## config.mk

```make
export PLATFORM = sky130hd
export DESIGN_NAME = rids_stream_merger
export DESIGN_NICKNAME = d
export VERILOG_FILES = /design/src/rtl/rids_stream_merger.sv
export SDC_FILE = /design/constraint.sdc
export NUM_CORES = 1
export LEC_CHECK = 0
export BUFFER_PORTS_ARGS = -buffer_cell sky130_fd_sc_hd__buf_2
export CAP_MARGIN = 0
export CORE_MARGIN = 2
export CORE_UTILIZATION = 53
export CTS_CLUSTER_DIAMETER = 30
export DETAILED_ROUTE_END_ITERATION = 6
export PLACE_DENSITY = 0.77
export SYNTH_ARGS = -nofsm -noshare
export SYNTH_HDL_FRONTEND = slang
export SYNTH_SLANG_ARGS = --single-unit
```

## constraint.sdc

```tcl
create_clock -name clk -period 3.43 [get_ports clk]
set_input_delay 0.1715 -clock clk [delete_from_list [all_inputs] [get_ports clk]]
set_output_delay 0.1715 -clock clk [all_outputs]
set_load 0.02 [all_outputs]
```

## src/rtl/rids_stream_merger.sv

```systemverilog
// Serial two-pointer RIDS merger: folds a valid/ready stream of ascending RIDS into one RIDS,
// by union (smallest NUM_RID distinct RIDs) or by intersection, selected on a group's first beat.
//
// state | meaning
// IDLE  | waiting for the first beat of a group; it becomes the accumulator
// WAIT  | waiting for the next operand beat of the group
// MERGE | walking accumulator and operand with two pointers, one result slot per cycle
// OUT   | presenting the merged result until the consumer takes it
module rids_stream_merger #(
    parameter int RID_WIDTH   = 4,
    parameter int NUM_RID     = 8,
    parameter int log_NUM_RID = 3
) (
    input  logic                           clk,
    input  logic                           reset,
    input  logic                           in_valid,
    output logic                           in_ready,
    input  logic [RID_WIDTH*NUM_RID-1:0]   in_rids,
    input  logic                           in_last,
    input  logic                           mode,
    output logic                           out_valid,
    input  logic                           out_ready,
    output logic [RID_WIDTH*NUM_RID-1:0]   out_rids,
    output logic [log_NUM_RID:0]           out_count,
    output logic                           out_overflow
);
    localparam int CW = log_NUM_RID + 1;
    localparam logic [RID_WIDTH-1:0] SENT = '1;

    typedef enum logic [1:0] {S_IDLE, S_WAIT, S_MERGE, S_OUT} state_t;

    state_t               state, state_nx;
    logic [RID_WIDTH-1:0] acc    [NUM_RID];
    logic [RID_WIDTH-1:0] opb    [NUM_RID];
    logic [RID_WIDTH-1:0] res    [NUM_RID];
    logic [RID_WIDTH-1:0] in_slot[NUM_RID];
    logic [CW-1:0]        pa, pb, k;
    logic                 mode_q, last_q, ovf;

    logic                 beat;
    logic [RID_WIDTH-1:0] a, b, pick;
    logic                 a_lt_b, b_lt_a, a_eq_b, take, done, ovf_set;
    logic [CW-1:0]        cnt;

    always_comb begin
        for (int i = 0; i < NUM_RID; i++)
            in_slot[i] = in_rids[(NUM_RID-1-i)*RID_WIDTH +: RID_WIDTH];
    end

    assign beat = in_valid && in_ready;

    // Pointer update is the same for both modes; only whether a slot is written differs.
    always_comb begin
        a       = (pa == CW'(NUM_RID)) ? SENT : acc[pa[log_NUM_RID-1:0]];
        b       = (pb == CW'(NUM_RID)) ? SENT : opb[pb[log_NUM_RID-1:0]];
        a_lt_b  = a < b;
        b_lt_a  = b < a;
        a_eq_b  = a == b;
        pick    = b_lt_a ? b : a;
        take    = mode_q ? a_eq_b : 1'b1;
        // Intersection can stop as soon as either side runs out; nothing further can match.
        done    = (k == CW'(NUM_RID)) || (a == SENT && b == SENT)
                  || (mode_q && (a == SENT || b == SENT));
        ovf_set = !mode_q && (k == CW'(NUM_RID)) && (pick != SENT);
    end

    always_ff @(posedge clk or negedge reset) begin
        if (!reset) state <= S_IDLE;
        else        state <= state_nx;
    end

    always_comb begin
        state_nx = state;
        case (state)
            S_IDLE:  if (beat) state_nx = in_last ? S_OUT : S_WAIT;
            S_WAIT:  if (beat) state_nx = S_MERGE;
            S_MERGE: if (done) state_nx = last_q ? S_OUT : S_WAIT;
            S_OUT:   if (out_ready) state_nx = S_IDLE;
            default: state_nx = S_IDLE;
        endcase
    end

    always_ff @(posedge clk or negedge reset) begin
        if (!reset) begin
            acc    <= '{default: SENT};
            opb    <= '{default: SENT};
            res    <= '{default: SENT};
            pa     <= '0;
            pb     <= '0;
            k      <= '0;
            mode_q <= 1'b0;
            last_q <= 1'b0;
            ovf    <= 1'b0;
        end else begin
            case (state)
                S_IDLE: if (beat) begin
                    acc    <= in_slot;
                    mode_q <= mode;
                    ovf    <= 1'b0;
                end
                S_WAIT: if (beat) begin
                    opb    <= in_slot;
                    last_q <= in_last;
                    pa     <= '0;
                    pb     <= '0;
                    k      <= '0;
                    res    <= '{default: SENT};
                end
                S_MERGE: begin
                    if (done) begin
                        acc <= res;
                        if (ovf_set) ovf <= 1'b1;
                    end else begin
                        if (take) res[k[log_NUM_RID-1:0]] <= pick;
                        k  <= k + CW'(take);
                        pa <= pa + CW'(a_eq_b || a_lt_b);
                        pb <= pb + CW'(a_eq_b || b_lt_a);
                    end
                end
                default: ;
            endcase
        end
    end

    always_comb begin
        cnt = '0;
        for (int i = 0; i < NUM_RID; i++)
            if (acc[i] != SENT) cnt = cnt + CW'(1);
    end

    always_comb begin
        in_ready     = (state == S_IDLE) || (state == S_WAIT);
        out_valid    = (state == S_OUT);
        out_rids     = '1;
        out_count    = '0;
        out_overflow = 1'b0;
        if (state == S_OUT) begin
            for (int i = 0; i < NUM_RID; i++)
                out_rids[(NUM_RID-1-i)*RID_WIDTH +: RID_WIDTH] = acc[i];
            out_count    = cnt;
            out_overflow = ovf;
        end
    end
endmodule

```

# Word level (Yosys, flattened, before mapping)
# Index checks and enable logic that the tools add are counted.
# totals
register_bits	113
inputBits	38
# classes
addsub	10
order_cmp	6
n_eq_ne	25
mux	49
bitwise	3
reduce_logical	23
# ops
cell	count
two-way mux 32 bit	6
one-hot mux 32 bit (2 select lines)	2
two-way mux 4 bit	20
inequality test 4 bit, second input constant	9
bitwise mux 32 bit	1
adder 4 x 1 -> 4 bit, second input constant	7
binary-select mux 4 bit (select 3 bit)	2
one-hot mux 4 bit (2 select lines)	3
equality test 4 bit, second input constant	5
adder 4 x 1 -> 4 bit	3
demux 4 bit (select 3 bit)	1
>= comparator 4 bit, second input constant	3
two-way mux 2 bit	6
inequality test 2 bit, second input constant	6
inverter 3 -> 4 bit	3
AND reduction 4 bit	3
less-than comparator 4 bit	2
one-hot mux 2 bit (4 select lines)	1
logical AND 1 bit	6
logical OR 1 bit	6
two-way mux 1 bit	6
AND reduction 3 bit	2
equality test 2 bit, second input constant	2
equality test 4 bit	1
8 further kinds	10

# Depth between registers and ports, before layout
# Gate-level depths: netlist (run 1).
# logic_depth
word_depth	17
ltp_mapped	18
depth_no_buf	18

# Least setup slack after synthesis (run 1)
# Ideal clock, no wire load.
# synth_path
path_kind	reg-to-output
from	register acc[27] (netlist bit)
to	output port out_count[3]
t_arrival_ns	3.628
slack_ns	-0.370
path_stages_with_launch	12
path_buffers	0
path_cell_list	dfstp_2 nand4_1 ha_1 inv_1 xnor3_2 ha_1 a221oi_1 nor4_1 or3_1 nand3_1 a211oi_2 o31ai_1
# synth_via
elab_chain_len	15
# synth_rtl
item	line_no	source
from (decl)	33	logic [RID_WIDTH-1:0] acc [NUM_RID];
from (signal assigned)	97	acc <= in_slot;
from (signal assigned)	111	acc <= res;
inequality test 4 bit (*)	128	if (acc[i] != SENT) cnt = cnt + CW'(1);
two-way mux 4 bit (*)	128	
adder 4 x 1 -> 4 bit	128	
two-way mux 4 bit (*)	128	
adder 4 x 1 -> 4 bit	128	
two-way mux 4 bit (*)	128	
adder 4 x 1 -> 4 bit	128	
two-way mux 4 bit (*)	128	
adder 4 x 1 -> 4 bit	128	
two-way mux 4 bit (*)	128	
adder 4 x 1 -> 4 bit	128	
two-way mux 4 bit (*)	128	
adder 4 x 1 -> 4 bit	128	
two-way mux 4 bit (*)	128	
two-way mux 4 bit (*)	137	if (state == S_OUT) begin
to (decl)	24	output logic [log_NUM_RID:0] out_count,
# Mark *: on every way between the ends. The rest lies on a longest branch, timed or not.

# Final worst setup path (run 1)
# layout_path
from	register acc[31] (netlist bit)
to	output port out_count[3]
# layout_via
elab_chain_len	17
# layout_rtl
item	line_no
inequality test 4 bit (*)	128
two-way mux 1 bit (*)	128
adder 4 x 1 -> 4 bit	128
two-way mux 4 bit (*)	128
adder 4 x 1 -> 4 bit	128
two-way mux 4 bit (*)	128
adder 4 x 1 -> 4 bit	128
two-way mux 4 bit (*)	128
adder 4 x 1 -> 4 bit	128
two-way mux 4 bit (*)	128
adder 4 x 1 -> 4 bit	128
two-way mux 4 bit (*)	128
adder 4 x 1 -> 4 bit	128
two-way mux 4 bit (*)	128
adder 4 x 1 -> 4 bit	128
two-way mux 4 bit (*)	128
two-way mux 4 bit (*)	137
# Marked as above.

==> impl_results.md, run 1 <==
- CTS tree: built
- CP cell instances: nand4_1, ha_4, inv_2, and4_1, nor3_2, o21ai_1, ha_1, a221oi_4, buf_4, o31a_1, or3_4, a21o_1, a211oi_2, o211ai_1, o31ai_2, buf_4
- Synth Warn #: 0
- Post-place setup slack: -0.439 ns
- Num CTS Buffers: 17
- Chip width: 115 µm
- Seq cells post-synth: 113
- Worst path slowest cell: dfstp_2
- Global route overflow: 0
- Max_cap viols: 0
- Number of distinct library cells after synthesis: 50
- Via count: 5,618
- DP HPWL: 13.1 mm
- Root Driver: clkbuf_16
- Part of the Yosys area used for sequential elements: 0.448
- Synthesis-to-layout area growth: 34.5%
- Core outline area: 12,100 µm²
- Total track usage: 0.294
- Vias in the first global route: 5,498
- Post-synth EDFFs: 0
- Slew HR: 0.558
- Max H-tree Level: 4
- Clk_skew: 0.00833 ns
- Slew @ Worst Pin: 0.663 ns
- Fmax: 234 MHz
- CTS max path bufs: 2
- Power per cell area: 1170 nW/µm²
- Final Cycle Share: 1.24
- Kind of critical path: flop to output port
- DR vias/cell: 5.90
- Slowest stage delay, CP: 0.54 ns
- Critical path launch point type: flop
- Crit path required time: 3.26 ns
- Class of the worst hold path: input port to flop
- Drt total wl: 19.3 mm
- Peak VDD IR: 613 µV
- Crit Path Max Fanout: 5
- Data arrival time of the critical path: 4.09 ns
- Sinks on Clock Net: 113
- Num ports: 77
- DP Cell Count: 895
- Tmin final: 4.26 ns
- Cells after synthesis: 616
- CP endpoint kind: output port
- Nets: 825
- Crit path top cell by count: buf_4
- Final setup violating endpoints: 5
- Initial Util: 0.546
- Top FF cell, synth: dfstp_2
- Fraction of layout instances using a drive strength above 1: 0.524
- Clock Latency Late Sink: 0.42 ns
- LEAKAGE: 3.68 nW
- Die area: 13,300 µm²
- Final worst slack: -0.835 ns
- Final count of pins violating max slew: 0
- Syn Nets: 670
- Post-Syn Area per Cell: 10.7 µm²
- Detailed Route Iter0 Violations: 529
- Cell Area, Synth: 6590 µm²
- # rows: 40
- Failing checks: setup timing
- Port Buf Inserts: 76
- Layout Utilization: 0.734
- Reg clk slew, reported paths: 0.06 ns
- DR DRC count: 0
- Status: complete, but fails checks
- DR WL/cell: 20.3 µm
- Antenna fix cells: 0
- Hold Fails Final Rpt: 0
- First-pass GRT wire length: 29.4 mm
- GP Congestion: 0.934
- Largest net degree at the start of global routing: 65
- Fraction of registers with async set/reset: 1.00
- Die span in y: 115 µm
- Finished Layout Cells: 952
- Initial antenna violation count: 0
- Antenna Nets Post-Route: 0
- RSZ-0062 raised after global routing: yes
- First-pass iteration count of the detailed router: 5
-- state kept, by name (all words and copies together) (netlist names) --
| register | flops |
|---|---|
| acc | 32 |
| opb | 32 |
| pa | 4 |
| last_q | 1 |
| mode_q | 1 |
| k | 4 |
| pb | 4 |
| state | 2 |
| ovf | 1 |
| res | 32 |
-- placed cells by master (no fill, tap or decap), types with 6 or more instances in the layout --
cell type      Yosys  final
dlygate4sd3_1      0      7
nand2b_1          36     36
ha_4               0      6
xor2_1             7      7
inv_1             18     12
nand3_1           11     11
ha_1              16      9
nand4_1           15     15
mux2i_1           63     54
dfrtp_1           17     17
buf_2             11     71
buf_6              1      6
nor2_1            42     37
mux4_2            15     15
nor3_1            11      8
mux2_2            38     35
a21oi_1           11      7
and4_1             6      6
o21ai_0           61     58
dfstp_2           96     96
nand2_1           53     53
clkbuf_16          0     17
buf_4              0     85
-- stage by stage --
| step | TNS [ns] | area [µm²] | hold WS, ns | power, mW |
|---|---|---|---|---|
| floorplan | -0.445 | 6610 | -0.124 | 5.35 |
| global placement | -0.914 | 7600 | 0.199 | 6.97 |
| detailed placement | -1.89 | 7600 | 0.215 | 7.19 |
| CTS | -2.47 | 8520 | 0.00143 | 9.68 |
| global route | -3.58 | 8860 | 0.00402 | 10.8 |
| finish | -2.38 | 8860 | 0.0145 | 10.3 |
-- area by class of cell --
type | instances | area (µm²)
inverters | 19 | 76.3
repair buffers | 171 | 1170
multi-input cells | 449 | 3800
fillers | 759 | 3210
flip-flops and latches | 113 | 2950
clock buffers | 18 | 439
clock inverters | 14 | 213
well taps | 168 | 210
-- critical path, delay by kind of cell, from the launching register on --
family                     cells  cell delay, ns
AOI/OAI and AO/OA              7            1.09
adders and majority gates      2            0.73
buffers and inverters          3            0.43
DFF                            1            0.54
and+or+nand+nor                4            0.88
-- worst paths after layout --
path                             from  slack, ns  cells past startpoint      endpoint
setup reg to reg              acc[29]      -0.05                     15           ovf
min in group asynchronous       reset       0.31                      2           ovf
max in group asynchronous       reset       2.20                      3       acc[14]
setup / recovery              acc[31]      -0.83                     16  out_count[3]
hold reg to reg               acc[12]       0.51                      2       acc[12]
hold / removal             in_rids[8]       0.01                      2        opb[8]
-- power breakdown --
group	switching [mW]	internal [mW]	leakage, nW
registers	0.464	2.14	1.23
clock network	0.640	1.30	0.308
logic	2.95	2.82	2.14
total	4.06	6.27	3.68
-- per-layer routing --
layer	up-vias	wire, µm	track usage
li1	2512	-	-
met1	2758	7870	0.381
met2	273	9260	0.474
met3	75	1230	0.0622
met4	0	969	0.139
met5	-	0	0
-- Yosys cell counts (all sizes together), types with 2 or more instances --
cell    instances  area [µm²]
xor2            7        61.3
dfstp          96        2520
mux4           16         364
and3            2        12.5
nand2b         36         225
nor3           15         120
and2            7        43.8
or3             2        12.5
clkbuf         23        91.3
inv            19        71.3
mux2i          63         631
nand3          11        55.1
buf            12        66.3
dfrtp          17         425
o211a           2        20.0
nand4          15        93.8
o41ai           2        17.5
ha             16         200
mux2           38         428
and4            6        52.6
a211oi          2        20.0
nor4            7        43.8
o22ai           2        12.5
o21ai          61         305
a21oi          11        55.1
o211ai          2        15.0
nor2           42         158
xnor2          11         104
nand2          54         205
or2             8        50.1
-- timing repair --
action,4_1_cts,5_1_grt
gates cloned,0,0
setup buffers,9,12
hold endpoints to repair,12,0
gates resized for setup,34,51
hold buffers,7,0
pin swaps,22,23
setup endpoints to repair,25,29
-- cell families after synthesis --
family / Yosys count / share of synthesized area
xor gates and xnor gates: 19 / 0.0287
muxes: 117 / 0.216
and+or+nand+nor: 206 / 0.164
buffers and inverters: 54 / 0.0348
AOI/OAI and AO/OA: 90 / 0.0773
DFF: 113 / 0.448
adders and majority gates: 17 / 0.0319
Power figures use the tool's default switching activity.
==> inputs of run 2 (changes only) <==
--- a/config.mk
+++ b/config.mk
@@ -12,6 +12,7 @@
 export CTS_CLUSTER_DIAMETER = 30
 export DETAILED_ROUTE_END_ITERATION = 6
 export PLACE_DENSITY = 0.77
+export REMOVE_ABC_BUFFERS = 1
 export SYNTH_ARGS = -nofsm -noshare
 export SYNTH_HDL_FRONTEND = slang
 export SYNTH_SLANG_ARGS = --single-unit
==> run 2 against run 1 <==
  * The run still ends with setup timing left
  * Sequential power is essentially flat
  * Final area is 2.0% lower
  * First-iteration DRC count down 4.5%
  * Total power down 4.9%
  * Global-route usage down 1.1 points
  * Final cell count decreased by 0.21%
==> impl_results.md, run 2 (synthesis results as in run 1) <==
- DP HPWL: 12.7 mm
- Sinks on Clock Net: 113
- Data arrival time of the critical path: 4.17 ns
- CP endpoint kind: output port
- Commonest cells after routing, fill and taps aside: 96 x dfstp_2, 75 x buf_4, 74 x buf_2
- Failing checks: setup timing
- First-pass GRT wire length: 28.7 mm
- Crit path top cell by count: buf_4
- Drt total wl: 19.5 mm
- Initial antenna violation count: 0
- GP Congestion: 0.927
- DP Cell Count: 897
- Slew @ Worst Pin: 0.941 ns
- Peak VDD IR: 877 µV
- Crit Path Max Fanout: 5
- Synthesis-to-layout area growth: 31.8%
- DR vias/cell: 5.89
- CTS max path bufs: 2
- Port Buf Inserts: 76
- Power per cell area: 1130 nW/µm²
- Root Driver: clkbuf_16
- Sw frac: 0.397
- Slowest stage delay, CP: 0.54 ns
- Chip width: 115 µm
- Internal power: 5.92 mW
- LEAKAGE: 3.63 nW
- Antenna Nets Post-Route: 0
- Layout Utilization: 0.720
- Num ports: 77
- CP cell instances: nand4_1, buf_4, ha_4, inv_1, xnor3_2, ha_1, a221oi_4, buf_4, o31a_1, or3_4, a21o_1, a211oi_2, o211ai_1, o31ai_1, buf_2
- Biggest regs: acc (32), opb (32), res (32)
- Num CTS Buffers: 17
- Reg clk slew, reported paths: 0.05 ns
- Worst setup path startpoint: acc[29]
- CP Capture Point: out_count[3]
- Fraction of layout instances using a drive strength above 1: 0.500
- Core outline area: 12,100 µm²
- R2r startpoint: acc[29]
- Hold Fails Final Rpt: 0
- First-pass iteration count of the detailed router: 5
- Critical path launch point type: flop
- Worst path slowest cell: dfstp_2
- Comb pwr share: 0.555
- Status: complete, but fails checks
- DR DRC count: 0
- Capturing point of the worst reg2reg path: ovf
- Clock Latency Late Sink: 0.42 ns
- Max H-tree Level: 4
- Final worst slack: -0.912 ns
- Via count: 5,600
- CTS tree: built
- Antenna fix cells: 0
- Die area: 13,300 µm²
- NetSw: 3.90 mW
- Clk_skew: 0.00825 ns
- Fillcell total: 778
- Class of the worst hold path: input port to flop
- Total track usage: 0.282
- Vias in the first global route: 5,600
- Tmin final: 4.34 ns
- Slew HR: 0.373
- Initial Util: 0.546
- Sequential fraction of design power: 0.265
- DR WL/cell: 20.5 µm
- Final Cycle Share: 1.27
- # rows: 40
- Final setup violating endpoints: 9
- Most common cell after layout, fill and taps aside: dfstp_2
- Max_cap viols: 0
- Final count of pins violating max slew: 0
- Fmax: 230 MHz
- Clock power frac: 0.180
- Reg-to-reg slack, setup: -0.16 ns
- Detailed Route Iter0 Violations: 505
- Finished Layout Cells: 950
- Crit path required time: 3.26 ns
- Kind of critical path: flop to output port
- Nets: 823
- RSZ-0062 raised after global routing: yes
- Die span in y: 115 µm
- Global route overflow: 0
- Setup TNS: -2.81 ns
- Reg2Reg Depth: 16
- Largest net degree at the start of global routing: 77
==> run 2: cell types whose count changed in the layout (fill, tap and decap cells not counted), moves of 3 or more <==
cell           previous run  this run
mux2i_2                   4         1
dlygate4sd3_1             7        11
buf_4                    85        75
inv_1                    12        16
ha_4                      6         3
mux2i_1                  54        57
buf_2                    71        74
clkinv_2                  3         6
bufinv_16                 5         2
xnor2_2                   5         2
clkbuf_8                  1         5
xnor2_1                   5         9
clkinvlp_4                4         1
==> run 2: power by group through the flow <==
stage / clock network, mW / logic (mW) / registers (mW)
after floorplan: 0 / 2.80 / 2.43
after global routing: 1.84 / 5.78 / 2.66
after detailed placement: 0 / 4.48 / 2.57
after global placement: 0 / 4.29 / 2.53
final: 1.77 / 5.45 / 2.60
after CTS: 1.77 / 4.78 / 2.56
==> run 2: timing repair <==
action,in CTS,in global routing
gates resized for setup,19,47
pin swaps,13,18
setup endpoints to repair,25,37
buffers inserted,4,7
hold endpoints to repair,24,0
hold buffers,11,0
==> run 2: stage by stage <==
step	total power, mW	hold WS [ns]	instance area [µm²]	worst slack (ns)
finish	9.82	0.00729	8680	-0.912
global route	10.3	0.00737	8680	-1.11
CTS	9.11	0.000108	8410	-0.920
detailed placement	7.05	0.374	7600	-0.500
global placement	6.81	0.363	7600	-0.271
floorplan	5.23	-0.124	6430	-1.54
==> run 2: worst min path at each step <==
stage              end  cells past startpoint  slack (ns)   startpoint
2_1_floorplan     k[0]                      0       -0.12        reset
3_3_place_gp     pb[3]                      1        0.36        reset
3_5_place_dp     pb[3]                      1        0.37        reset
4_1_cts         opb[3]                      2      0.0001   in_rids[3]
5_1_grt        opb[28]                      2       0.007  in_rids[28]
6_report        opb[3]                      2       0.007   in_rids[3]
==> run 2: cell type report <==
type | count | area [µm²] | area share
Multi-Input combinational cell | 449 | 3680 | 0.424
Timing Repair Buffer | 169 | 1170 | 0.135
Sequential cell | 113 | 2950 | 0.340
Inverter | 19 | 71.3 | 0.00822
Tap cell | 168 | 210 | 0.0242
Clock inverter | 10 | 106 | 0.0123
Clock buffer | 22 | 494 | 0.0569
==> run 2: layer usage <==
layer | GRT usage | part of all wire
met4 | 0.116 | 0.039
met5 | 0 | 0
met2 | 0.469 | 0.51
met3 | 0.0748 | 0.059
met1 | 0.352 | 0.40
==> run 2: critical path, delay by kind of cell, from the launching register on <==
family / cells / cell delay [ns]
flops: 1 / 0.54
xor+xnor: 1 / 0.46
fa+ha+maj: 2 / 0.58
simple gates: 2 / 0.48
buf+inv: 4 / 0.73
compound gates: 6 / 0.96
